[config.mk]
export PLATFORM = sky130hd
export DESIGN_NAME = hash_cmd_initiator
export DESIGN_NICKNAME = d
export VERILOG_FILES = /design/src/rtl/hash_tbl_pkg.sv /design/src/rtl/hash_cmd_initiator.sv
export SDC_FILE = /design/constraint.sdc
export NUM_CORES = 1
export LEC_CHECK = 0
export BUFFER_PORTS_ARGS = -buffer_cell sky130_fd_sc_hd__buf_2
export CAP_MARGIN = 40
export CELL_PAD_IN_SITES_DETAIL_PLACEMENT = 0
export CELL_PAD_IN_SITES_GLOBAL_PLACEMENT = 1
export CORE_AREA = 3 3 67 69
export CTS_CLUSTER_SIZE = 28
export DETAILED_ROUTE_END_ITERATION = 10
export DIE_AREA = 0 0 70 72
export GPL_ROUTABILITY_DRIVEN = 0
export MAX_ROUTING_LAYER = met4
export PLACE_DENSITY_LB_ADDON = 0.15
export SYNTH_ARGS = -nofsm -noshare
export SYNTH_HDL_FRONTEND = slang
export SYNTH_SLANG_ARGS = --single-unit
[constraint.sdc]
create_clock -name clk -period 1.56 [get_ports clk]
set_clock_uncertainty 0.05 [all_clocks]
set_input_delay 0.156 -clock clk [delete_from_list [all_inputs] [get_ports clk]]
set_output_delay 0.156 -clock clk [all_outputs]
set_load 0.05 [all_outputs]
[src/rtl/hash_tbl_pkg.sv]
// Shared definitions for the linear-probing hash table and its host-side initiator.
//   - command codes carried on req_cmd / tbl_cmd
//   - status codes returned by the table and on rsp_status
//   - initiator state encoding
//   - bucket_hash(): 3-bit bucket index of a 4-bit key
package hash_tbl_pkg;

    localparam logic [1:0] CMD_LOOKUP = 2'd0;
    localparam logic [1:0] CMD_INSERT = 2'd1;
    localparam logic [1:0] CMD_DELETE = 2'd2;
    localparam logic [1:0] CMD_BAD    = 2'd3;

    localparam logic [1:0] STATUS_OK       = 2'd0;
    localparam logic [1:0] STATUS_FULL     = 2'd1;
    localparam logic [1:0] STATUS_NOTFOUND = 2'd2;
    localparam logic [1:0] STATUS_BUSY     = 2'd3;
    // The initiator reuses the table's BUSY code to report an illegal command.
    localparam logic [1:0] STATUS_BAD_CMD  = STATUS_BUSY;

    typedef enum logic [1:0] {
        ST_IDLE  = 2'd0,
        ST_ISSUE = 2'd1,
        ST_WAIT  = 2'd2,
        ST_RESP  = 2'd3
    } init_state_e;

    // Fold the key's top bit into the low bucket bit.
    function automatic logic [2:0] bucket_hash(input logic [3:0] key);
        return key[2:0] ^ {2'b00, key[3]};
    endfunction

endpackage

[src/rtl/hash_cmd_initiator.sv]
// Host-side initiator for the linear-probing hash table.
// Accepts one LOOKUP/INSERT/DELETE request at a time, drives the table's
// go/cmd/key/val/hash inputs, waits a fixed worst-case latency (the table has
// no done flag), then returns the table's status/data on a response channel.
//
// Ports
//   clk, rst_n                 clock; synchronous active-low reset (shared with the table)
//   req_valid/req_ready        request handshake; req_ready is high only in IDLE
//   req_cmd/req_key/req_val    command (0 LOOKUP, 1 INSERT, 2 DELETE, 3 illegal), key, value
//   rsp_valid/rsp_ready        response handshake; rsp_valid held until rsp_ready
//   rsp_status/rsp_data        0 OK, 1 FULL, 2 NOTFOUND, 3 BAD_CMD; data only for LOOKUP+OK
//   tbl_go                     one-cycle start pulse to the table
//   tbl_cmd/key/val/hash       operands, held stable from ISSUE through RESP
//   tbl_status/tbl_out         table result, sampled at the end of the wait window
module hash_cmd_initiator
    import hash_tbl_pkg::*;
#(
    // Cycles spent in WAIT after the go cycle; must be >= 10
    // (8 probes + loop detection + 1 cycle for the result to settle).
    parameter int WAIT_CYCLES = 10
) (
    input  logic       clk,
    input  logic       rst_n,
    input  logic       req_valid,
    output logic       req_ready,
    input  logic [1:0] req_cmd,
    input  logic [3:0] req_key,
    input  logic [3:0] req_val,
    output logic       rsp_valid,
    input  logic       rsp_ready,
    output logic [1:0] rsp_status,
    output logic [3:0] rsp_data,
    output logic       tbl_go,
    output logic [1:0] tbl_cmd,
    output logic [3:0] tbl_key,
    output logic [3:0] tbl_val,
    output logic [2:0] tbl_hash,
    input  logic [1:0] tbl_status,
    input  logic [3:0] tbl_out
);

    localparam int               CNT_W     = $clog2(WAIT_CYCLES + 1);
    localparam logic [CNT_W-1:0] CNT_FIRST = CNT_W'(1);
    localparam logic [CNT_W-1:0] CNT_LAST  = CNT_W'(WAIT_CYCLES);

    init_state_e      state_q, state_d;
    logic [CNT_W-1:0] cnt_q, cnt_d;

    logic             req_ready_d;
    logic             rsp_valid_d;
    logic [1:0]       rsp_status_d;
    logic [3:0]       rsp_data_d;
    logic             tbl_go_d;
    logic [1:0]       tbl_cmd_d;
    logic [3:0]       tbl_key_d;
    logic [3:0]       tbl_val_d;
    logic [2:0]       tbl_hash_d;

    // Next-state and next-output logic; every output is the registered copy
    // of its *_d value.
    always_comb begin
        state_d      = state_q;
        cnt_d        = cnt_q;
        req_ready_d  = req_ready;
        rsp_valid_d  = rsp_valid;
        rsp_status_d = rsp_status;
        rsp_data_d   = rsp_data;
        tbl_go_d     = 1'b0;      // a pulse: never held, a held go restarts the table
        tbl_cmd_d    = tbl_cmd;
        tbl_key_d    = tbl_key;
        tbl_val_d    = tbl_val;
        tbl_hash_d   = tbl_hash;

        case (state_q)
            ST_IDLE: begin
                if (req_valid) begin
                    tbl_cmd_d   = req_cmd;
                    tbl_key_d   = req_key;
                    tbl_val_d   = req_val;
                    tbl_hash_d  = bucket_hash(req_key);
                    req_ready_d = 1'b0;
                    if (req_cmd == CMD_BAD) begin
                        // Illegal command never reaches the table.
                        state_d      = ST_RESP;
                        rsp_valid_d  = 1'b1;
                        rsp_status_d = STATUS_BAD_CMD;
                        rsp_data_d   = 4'd0;
                    end else begin
                        state_d  = ST_ISSUE;
                        tbl_go_d = 1'b1;
                    end
                end
            end

            ST_ISSUE: begin
                // The table samples go at the edge ending this cycle.
                state_d = ST_WAIT;
                cnt_d   = CNT_FIRST;
            end

            ST_WAIT: begin
                if (cnt_q == CNT_LAST) begin
                    state_d      = ST_RESP;
                    cnt_d        = '0;
                    rsp_valid_d  = 1'b1;
                    rsp_status_d = tbl_status;
                    rsp_data_d   = (tbl_cmd == CMD_LOOKUP && tbl_status == STATUS_OK)
                                   ? tbl_out : 4'd0;
                end else begin
                    cnt_d = cnt_q + CNT_FIRST;
                end
            end

            ST_RESP: begin
                if (rsp_ready) begin
                    state_d     = ST_IDLE;
                    rsp_valid_d = 1'b0;
                    req_ready_d = 1'b1;
                end
            end

            default: begin
                state_d     = ST_IDLE;
                req_ready_d = 1'b1;
                rsp_valid_d = 1'b0;
            end
        endcase
    end

    // State and output registers.
    always_ff @(posedge clk) begin
        if (!rst_n) begin
            state_q    <= ST_IDLE;
            cnt_q      <= '0;
            req_ready  <= 1'b1;
            rsp_valid  <= 1'b0;
            rsp_status <= 2'd0;
            rsp_data   <= 4'd0;
            tbl_go     <= 1'b0;
            tbl_cmd    <= 2'd0;
            tbl_key    <= 4'd0;
            tbl_val    <= 4'd0;
            tbl_hash   <= 3'd0;
        end else begin
            state_q    <= state_d;
            cnt_q      <= cnt_d;
            req_ready  <= req_ready_d;
            rsp_valid  <= rsp_valid_d;
            rsp_status <= rsp_status_d;
            rsp_data   <= rsp_data_d;
            tbl_go     <= tbl_go_d;
            tbl_cmd    <= tbl_cmd_d;
            tbl_key    <= tbl_key_d;
            tbl_val    <= tbl_val_d;
            tbl_hash   <= tbl_hash_d;
        end
    end

endmodule

==> impl_metrics.json, run 1 <==
{
  "relSlewSlack_pct": 69.22,
  "synth-compound-area-share_pct": 20.51,
  "synth-xor-area-share_pct": 0.7107,
  "drc_errors": 0,
  "critPathMaxStageDelay_ns": 0.36,
  "fmax_mhz": 610.4,
  "p_int_mw": 1.679,
  "num_io_pins": 42,
  "reg2reg_slack_ns": -0.08,
  "hold_depth": 3,
  "grt_pass1_vias": 1132,
  "tightest_slew_ns": 0.4611,
  "vias_per_cell": 4.698,
  "synth-edff-count": 0,
  "cts_hold_buf": 0,
  "synth_top_area_share_pct": 42.23,
  "synth_top_area_cell": "dfxtp_1",
  "worst_setup_path_end_kind": "register",
  "drt_iter0_drc": 55,
  "worst-setup-path-type": "reg2reg",
  "die_x_um": 70,
  "final_cells": 252,
  "worstHoldStart": "req_val[0]",
  "grt_util_all_layers_pct": 12.94,
  "path_max_fanout": 3,
  "r2r-start": "state_q[0]$_SDFFE_PN0P_",
  "holdPathEnd": "tbl_val[0]$_SDFFE_PN0P_",
  "dieArea_um2": 5040,
  "fp.coreArea_um2": 3971,
  "drive_gt1_share_pct": 44.06,
  "nNetsFinal": 231,
  "yosys_warnings": 0,
  "dp_hpwl_um": 2373,
  "fp-row-count": 23,
  "synthMuxAreaShare_pct": 1.624,
  "portBuffers": 41,
  "p_per_area_nw_per_um2": 1672,
  "synthTopCellsByArea": "dfxtp_1, nand2_1, ha_1",
  "async_flop_share_pct": 0,
  "critPathSlowestCell": "dfxtp_4",
  "min_period_ns": 1.638,
  "ff2ff_path_depth": 6,
  "r2r-end": "rsp_status[0]$_SDFFE_PN0P_",
  "switchingPower_mw": 1.342,
  "setup_viol": 4,
  "vias": 1184,
  "wl_per_cell_um": 12.87,
  "synth_nets": 171,
  "drv_cap": 0,
  "worstSetupStartpointType": "register",
  "cts_tree": "built",
  "ctsLongestPathBuffers": 2,
  "fin_area_um2": 1807,
  "outcome": "finished with violations",
  "clockRootBuffer": "clkbuf_8",
  "grt_max_degree": 15,
  "fp.dieH_um": 72,
  "ir_drop_uv": 981.1,
  "cp_num_buf_inv": 1,
  "ys_seq_area_share_pct": 42.23,
  "power_frac_clock_pct": 12.4,
  "period_share_pct": 105.0,
  "placed_area_um2": 1584,
  "final.setup.tns_ns": -0.1531,
  "slew_viol_final": 0,
  "overflow": 0,
  "synth_top_family_by_area": "simple AND/OR/NAND/NOR gates",
  "clk_transition_reported_paths_ns": 0.09,
  "crit_required_ns": 1.68,
  "rsz0062_at_grt": "true",
  "ant_nets": 0,
  "syn_area_um2": 1232,
  "fin_ws_ns": -0.07826,
  "worst_hold_slack_ns": 0.07545,
  "hold_viol_final": 0,
  "violations": "setup timing",
  "combPwrFrac_pct": 57.4,
  "crit_arrival_ns": 1.75,
  "area_growth_pct": 46.60,
  "hold_class": "in2reg",
  "synth_seq_cells": 26,
  "cts_buffers": 3,
  "synthAdderAreaFrac_pct": 7.107,
  "leakage_nw": 0.8306,
  "p_sw_share_pct": 44.42,
  "cp_top_family": "compound AO/OA/AOI/OAI gates",
  "synth_ff_type": "dfxtp_1",
  "placed_cells": 242,
  "power_mw": 3.020,
  "grt_first_pass_wirelength_um": 5188,
  "yosysMostFrequentCell": "nand2_1",
  "n_antenna_cell": 0,
  "clkLatencyLatePin_ns": 0.26,
  "start_util_pct": 31.03,
  "power_frac_seq_pct": 30.2,
  "wl_um": 3244,
  "dr.pass1.iters": 4,
  "synth-simple-area-share_pct": 22.44,
  "grt_antenna_before_repair": 0,
  "cts.sinks": 26,
  "synth_cell_types": 33,
  "synthCells": 144,
  "synth_common_cells": "nand2_1, dfxtp_1, a21oi_1",
  "synth_area_per_cell_um2": 8.559,
  "cts_max_level": 1,
  "crit_chain": "inv_2, ha_4, mux2i_4, a211o_1, o32a_1, and2_1"
}
what timing repair did:
item	in CTS	in global routing
resized for setup	1	23
setup endpoints to repair	7	20
pin swaps	0	6
setup buffers	1	5
hold endpoints to repair	0	0
cloned	0	1
cells in the final DEF (no fill, tap or decap), types with 2 or more instances in the layout:
master,count
buf_2,41
nand2_1,30
dfxtp_1,23
buf_4,18
a21oi_1,9
a21boi_0,8
nor2_1,6
o21ai_0,5
inv_1,4
ha_4,4
inv_2,3
nand3_1,3
or3_1,3
nand2b_4,3
ha_1,3
clkbuf_8,3
buf_6,3
and2_1,2
nor3_1,2
a211oi_1,2
nand3_2,2
a21boi_2,2
dfxtp_4,2
area by class of cell:
class / instances / area, um2
well taps: 50 / 62.56
repair buffers: 62 / 374.1
inverters: 8 / 32.53
flip-flops and latches: 26 / 529.3
clock buffers: 3 / 41.29
multi-input cells: 103 / 767.0
fillers: 420 / 2165
worst max path at each step:
stage                                  from                          to  slack (ns)  cells after the start
floorplan           state_q[1]$_SDFFE_PN0P_  rsp_status[0]$_SDFFE_PN0P_      -0.007                      6
global placement    state_q[1]$_SDFFE_PN0P_  rsp_status[0]$_SDFFE_PN0P_      -0.005                      6
detailed placement  state_q[0]$_SDFFE_PN0P_  rsp_status[0]$_SDFFE_PN0P_       -0.05                      6
CTS                 state_q[0]$_SDFFE_PN0P_  rsp_status[0]$_SDFFE_PN0P_       -0.07                      6
global route        state_q[0]$_SDFFE_PN0P_     state_q[1]$_SDFFE_PN0P_       -0.14                      7
finish              state_q[0]$_SDFFE_PN0P_  rsp_status[0]$_SDFFE_PN0P_       -0.08                      6
power groups by stage:
stage	Combinational, mW	Clock [mW]	Sequential (mW)
2_1_floorplan	0.678	0	1.27
3_3_place_gp	1.47	0	0.902
3_5_place_dp	1.49	0	0.910
4_1_cts	1.52	0.399	0.896
5_1_grt	1.89	0.412	0.929
6_report	1.73	0.376	0.912
metal layers:
layer,up-vias,GRT usage (%),share of wire (%)
met5,-,-,0
met4,0,3.191,0.71
met3,2,2.632,4.7
met2,28,20.25,46
met1,548,17.26,49
li1,606,-,-
registers in the layout (all words and copies together) (netlist names):
| register | flops |
|---|---|
| cnt_q | 4 |
| rsp_data | 4 |
| tbl_key | 4 |
| tbl_val | 4 |
| rsp_status | 2 |
| state_q | 2 |
| tbl_cmd | 2 |
| req_ready | 1 |
| rsp_valid | 1 |
| tbl_go | 1 |
| tbl_hash | 1 |
cells by family (layout without fill, tap and decap cells):
group                    after synthesis  count (layout)
AO/OA/AOI/OAI                         35              35
XOR/XNOR                               1               1
adder cells (fa/ha/maj)                7               7
buffers and inverters                 15              73
flip-flops                            26              26
multiplexers                           2               2
AND/OR/NAND/NOR                       58              58
worst min-delay path, delay by kind of cell:
kind	cells	cell delay (ns)
buffers and inverters	1	0.09
AOI/OAI and AO/OA	1	0.05
and+or+nand+nor	1	0.04
stage by stage:
step / setup slack, ns / util (%)
detailed placement: -0.05216 / 39.89
global placement: -0.005267 / 39.89
global route: -0.1450 / 45.49
CTS: -0.07416 / 41.21
finish: -0.07826 / 45.49
floorplan: -0.006797 / -
Power figures use the tool's default switching activity.
==> run 2: changes to the inputs <==
SKIP_LAST_GASP = 1   (was unset)
==> impl_metrics.json, run 2 (synthesized netlist as in run 1, its figures left out) <==
{
  "outcome": "finished with violations",
  "violations": "setup timing",
  "clk_transition_reported_paths_ns": 0.09,
  "layout_common_cells": "buf_2, nand2_1, dfxtp_1",
  "clkLatencyLatePin_ns": 0.26,
  "drc_errors": 0,
  "r2r-start": "state_q[0]$_SDFFE_PN0P_",
  "grt_first_pass_wirelength_um": 5188,
  "drt_iter0_drc": 51,
  "n_antenna_cell": 0,
  "start_util_pct": 31.03,
  "grt_util_all_layers_pct": 12.94,
  "pre_cts_ws_ns": -0.05216,
  "cts_tree": "built",
  "combPwrFrac_pct": 56.7,
  "period_share_pct": 105.0,
  "rsz0062_at_grt": "true",
  "final_util_pct": 44.30,
  "hold_depth": 3,
  "leakage_nw": 0.8274,
  "holdPathEnd": "tbl_val[0]$_SDFFE_PN0P_",
  "dr.pass1.iters": 4,
  "power_frac_clock_pct": 12.6,
  "r2r-end": "rsp_status[0]$_SDFFE_PN0P_",
  "path_max_fanout": 3,
  "p_int_mw": 1.650,
  "worstHoldStart": "req_val[0]",
  "relSlewSlack_pct": 70.58,
  "worst-setup-path-type": "reg2reg",
  "fp.dieH_um": 72,
  "fp.coreArea_um2": 3971,
  "final_cells": 253,
  "overflow": 0,
  "fin_area_um2": 1759,
  "final_common_cell": "buf_2",
  "hold_viol_final": 0,
  "ff2ff_path_depth": 6,
  "crit_required_ns": 1.68,
  "wl_per_cell_um": 12.74,
  "clockRootBuffer": "clkbuf_8",
  "tightest_slew_ns": 0.4408,
  "fp-row-count": 23,
  "nNetsFinal": 232,
  "fmax_mhz": 610.2,
  "power_frac_seq_pct": 30.7,
  "worstSetupStartpointType": "register",
  "slew_viol_final": 0,
  "switchingPower_mw": 1.325,
  "p_sw_share_pct": 44.53,
  "cts_max_level": 1,
  "drv_cap": 0,
  "area_growth_pct": 42.74,
  "num_io_pins": 42,
  "wl_um": 3223,
  "setup_viol": 2,
  "reg2reg_slack_ns": -0.08,
  "vias": 1184,
  "grt_pass1_vias": 1132,
  "crit_arrival_ns": 1.75,
  "placed_cells": 242,
  "ir_drop_uv": 976.1,
  "ctsLongestPathBuffers": 2,
  "drive_gt1_share_pct": 40.39,
  "die_x_um": 70,
  "hold_class": "in2reg",
  "p_per_area_nw_per_um2": 1691,
  "portBuffers": 41,
  "fin_ws_ns": -0.07876,
  "final.setup.tns_ns": -0.1130,
  "min_period_ns": 1.639,
  "cts_buffers": 3,
  "dp_hpwl_um": 2373,
  "dieArea_um2": 5040,
  "cts.sinks": 26,
  "grt_antenna_before_repair": 0,
  "vias_per_cell": 4.680,
  "grt_max_degree": 15,
  "placed_area_um2": 1584,
  "worst_setup_path_end_kind": "register",
  "ant_nets": 0
}
==> run 2: changes by cell type in the layout (fill, tap and decap cells not counted) <==
cell      previous run  this run
a21boi_1             0         2
a21boi_2             2         0
a21oi_1              9        10
a21oi_2              1         0
buf_4               18        20
buf_6                3         2
nand2b_1             1         4
nand2b_4             3         0
nand3_1              3         5
nand3_2              2         1
nand3_4              1         0
==> run 2: final cells by class <==
cell class	count	area [um2]
clock buffer	3	41.29
fill	426	2212
inverter	8	32.53
multi-input combinational	103	715.7
sequential	26	529.3
tap	50	62.56
timing repair buffer	63	377.9
==> run 2: per-layer routing <==
metal	global-route usage, %	vias up	routed length, um
met4	3.191	0	23
met3	2.632	2	150
met5	-	-	0
met1	17.26	548	1590
li1	-	608	-
met2	20.25	26	1458
==> run 2: power by group through the flow <==
| stage | combinational, mW | clock (mW) | sequential [mW] |
|---|---|---|---|
| floorplan | 0.678 | 0 | 1.27 |
| global placement | 1.47 | 0 | 0.902 |
| detailed placement | 1.49 | 0 | 0.910 |
| CTS | 1.51 | 0.399 | 0.896 |
| global route | 1.84 | 0.412 | 0.929 |
| finish | 1.69 | 0.375 | 0.912 |
==> run 2: how the worst max path moves through the flow <==
stage                                 start                    endpoint  slack (ns)  cells after the start
floorplan           state_q[1]$_SDFFE_PN0P_  rsp_status[0]$_SDFFE_PN0P_      -0.007                      6
global placement    state_q[1]$_SDFFE_PN0P_  rsp_status[0]$_SDFFE_PN0P_      -0.005                      6
detailed placement  state_q[0]$_SDFFE_PN0P_  rsp_status[0]$_SDFFE_PN0P_       -0.05                      6
CTS                 state_q[0]$_SDFFE_PN0P_  rsp_status[0]$_SDFFE_PN0P_       -0.07                      6
global route        state_q[0]$_SDFFE_PN0P_     state_q[1]$_SDFFE_PN0P_       -0.14                      7
finish              state_q[0]$_SDFFE_PN0P_  rsp_status[0]$_SDFFE_PN0P_       -0.08                      6
==> run 2: metrics by stage <==
| stage | hold slack, ns | total power, mW |
|---|---|---|
| 6_report | 0.07540 | 2.976 |
| 5_1_grt | 0.08143 | 3.183 |
| 4_1_cts | 0.06713 | 2.804 |
| 3_5_place_dp | 0.3602 | 2.400 |
| 3_3_place_gp | 0.3509 | 2.373 |
| 2_1_floorplan | 0.2420 | 1.945 |
==> run 2: worst max-delay path, stage by stage (launching register included) <==
cell and delay (ns):
dfxtp_4 0.36, inv_2 0.06, ha_4 0.18, mux2i_4 0.19
a211o_1 0.26, o32a_1 0.28, and2_1 0.15
==> run 2: what timing repair did <==
item / 4_1_cts / 5_1_grt
hold endpoints to repair: 0 / 0
pin swaps: 0 / 6
gates cloned: 0 / 1
gates resized for setup: 0 / 14
setup buffers: 1 / 6
hold buffers: 0 / 0
endpoints found under the setup margin: 7 / 20
==> run 3: changes to the inputs <==
==> constraint.sdc (replaced) <==
create_clock -name clk -period 1.56 [get_ports clk]
set_clock_uncertainty 0.05 [all_clocks]
set_input_delay 0.312 -clock clk [delete_from_list [all_inputs] [get_ports clk]]
set_output_delay 0.312 -clock clk [all_outputs]
set_load 0.05 [all_outputs]
==> impl_metrics.json, run 3 (synthesized netlist as in run 1, its figures left out) <==
{
  "holdPathEnd": "tbl_val[1]$_SDFFE_PN0P_",
  "path_max_fanout": 3,
  "area_growth_pct": 40.51,
  "critPathMaxStageDelay_ns": 0.34,
  "crit_arrival_ns": 1.74,
  "overflow": 0,
  "ir_drop_uv": 983.5,
  "leakage_nw": 0.8146,
  "min_period_ns": 1.614,
  "outcome": "finished with violations",
  "start_util_pct": 31.03,
  "power_frac_clock_pct": 14.6,
  "n_antenna_cell": 0,
  "fmax_mhz": 619.7,
  "nFillCells": 409,
  "wl_per_cell_um": 12.48,
  "final_util_pct": 43.60,
  "worst_setup_path_end_kind": "register",
  "relSlewSlack_pct": 75.08,
  "ant_nets": 0,
  "dp_hpwl_um": 2417,
  "crit_required_ns": 1.68,
  "drv_cap": 0,
  "worstSetupStartpointType": "register",
  "cp_num_buf_inv": 1,
  "final_common_cell": "buf_2",
  "dieArea_um2": 5040,
  "r2r-start": "state_q[0]$_SDFFE_PN0P_",
  "clockRootBuffer": "clkbuf_8",
  "drc_errors": 0,
  "ctsLongestPathBuffers": 2,
  "regArea_um2": 524.3,
  "fp.dieH_um": 72,
  "p_per_area_nw_per_um2": 1714,
  "p_sw_share_pct": 43.81,
  "drive_gt1_share_pct": 40.80,
  "cts_tree": "built",
  "cts.sinks": 26,
  "tightest_slew_ns": 0.3729,
  "period_share_pct": 103.4,
  "violations": "setup timing",
  "reg2reg_slack_ns": -0.05,
  "hold_depth": 3,
  "pre_cts_ws_ns": -0.04408,
  "fp.coreArea_um2": 3971,
  "critPathSlowestCell": "dfxtp_2",
  "fp-row-count": 23,
  "portBuffers": 41,
  "drt_iter0_drc": 62,
  "grt_antenna_before_repair": 0,
  "grt_util_all_layers_pct": 13.32,
  "wl_um": 3132,
  "switchingPower_mw": 1.300,
  "dr.pass1.iters": 4,
  "die_x_um": 70,
  "cts_buffers": 3,
  "clkLatencyLatePin_ns": 0.27,
  "setup_viol": 2,
  "vias": 1189,
  "nNetsFinal": 229,
  "cp_top_family": "compound AO/OA/AOI/OAI gates",
  "worstHoldStart": "req_val[1]",
  "grt_max_degree": 15,
  "grt_pass1_vias": 1195,
  "ff2ff_path_depth": 6,
  "rsz0062_at_grt": "true",
  "r2r-end": "rsp_status[0]$_SDFFE_PN0P_",
  "clk_transition_reported_paths_ns": 0.09,
  "combPwrFrac_pct": 55.4,
  "crit_chain": "inv_2, ha_4, mux2i_4, a211o_1, o32a_1, and2_1",
  "slew_viol_final": 0,
  "power_mw": 2.967,
  "placed_cells": 242,
  "final_cells": 251,
  "num_io_pins": 42,
  "layout_common_cells": "buf_2, nand2_1, dfxtp_1",
  "hold_class": "in2reg",
  "p_int_mw": 1.668,
  "multi_input_area_um2": 700.7,
  "hold_viol_final": 0,
  "vias_per_cell": 4.737,
  "fin_ws_ns": -0.05375,
  "worst-setup-path-type": "reg2reg",
  "cts_max_level": 1,
  "grt_first_pass_wirelength_um": 5361,
  "power_frac_seq_pct": 29.9
}
[run 3: cell count changes in the layout (fill, tap and decap cells not counted), moves of 2 or more]
| cell | before | now |
|---|---|---|
| ha_4 | 4 | 2 |
| buf_4 | 20 | 17 |
| dfxtp_2 | 1 | 3 |
| ha_2 | 0 | 2 |
| a21oi_2 | 0 | 2 |
| dfxtp_4 | 2 | 0 |
| a21oi_1 | 10 | 8 |
[run 3: repair_timing]
| action | in CTS | in global routing |
|---|---|---|
| pin swaps | 2 | 11 |
| gates resized for setup | 1 | 10 |
| buffers inserted | 3 | 2 |
| setup endpoints to repair | 7 | 20 |
| hold buffers | 0 | 0 |
[run 3: layout make-up]
type	count	share of cell area (%)
inverters	8	1.951
repair buffers	60	20.52
multi-input cells	103	40.46
flip-flops and latches	26	30.27
clock buffers	4	3.179
well taps	50	3.613
[run 3: metrics by stage]
step                hold WS [ns]  instance area (um2)  setup TNS, ns
CTS                       0.2163                 1672        -0.1235
floorplan                 0.3980                 1254      -0.006797
detailed placement        0.4025                 1584       -0.04408
global placement          0.3899                 1584      -0.002332
global route              0.2294                 1732         -1.011
finish                    0.2243                 1732       -0.06018
[run 3: how the worst max path moves through the flow]
stage                                  from                          to  slack (ns)  cells after the start
floorplan           state_q[1]$_SDFFE_PN0P_  rsp_status[0]$_SDFFE_PN0P_      -0.007                      6
global placement    state_q[0]$_SDFFE_PN0P_  rsp_status[0]$_SDFFE_PN0P_      -0.002                      6
detailed placement  state_q[0]$_SDFFE_PN0P_  rsp_status[0]$_SDFFE_PN0P_       -0.04                      6
CTS                 state_q[0]$_SDFFE_PN0P_  rsp_status[0]$_SDFFE_PN0P_       -0.06                      6
global route        state_q[1]$_SDFFE_PN0P_  rsp_status[0]$_SDFFE_PN0P_       -0.14                      6
finish              state_q[0]$_SDFFE_PN0P_  rsp_status[0]$_SDFFE_PN0P_       -0.05                      6
[run 3: layer usage]
metal | vias to the layer above | part of all wire [%] | global-route usage (%) | routed length [um]
met5 | - | 0 | - | 0
met4 | 0 | 1.3 | 4.681 | 42
met3 | 4 | 6.1 | 3.186 | 191
met2 | 32 | 45 | 21.09 | 1417
met1 | 549 | 47 | 16.70 | 1480
li1 | 604 | - | - | -
[run 3: power by group through the flow]
stage	Combinational (mW)	Clock [mW]	Sequential (mW)
2_1_floorplan	0.678	0	1.27
3_3_place_gp	1.46	0	0.902
3_5_place_dp	1.48	0	0.909
4_1_cts	1.54	0.458	0.890
5_1_grt	1.78	0.485	0.906
6_report	1.65	0.434	0.889
[run 3: worst register-to-register path, delay by kind of cell (launching register included)]
family | cells | cell delay (ns)
adder cells (fa/ha/maj) | 1 | 0.18
flip-flops | 1 | 0.34
multiplexers | 1 | 0.19
AO/OA/AOI/OAI | 2 | 0.54
buffers and inverters | 1 | 0.07
AND/OR/NAND/NOR | 1 | 0.15
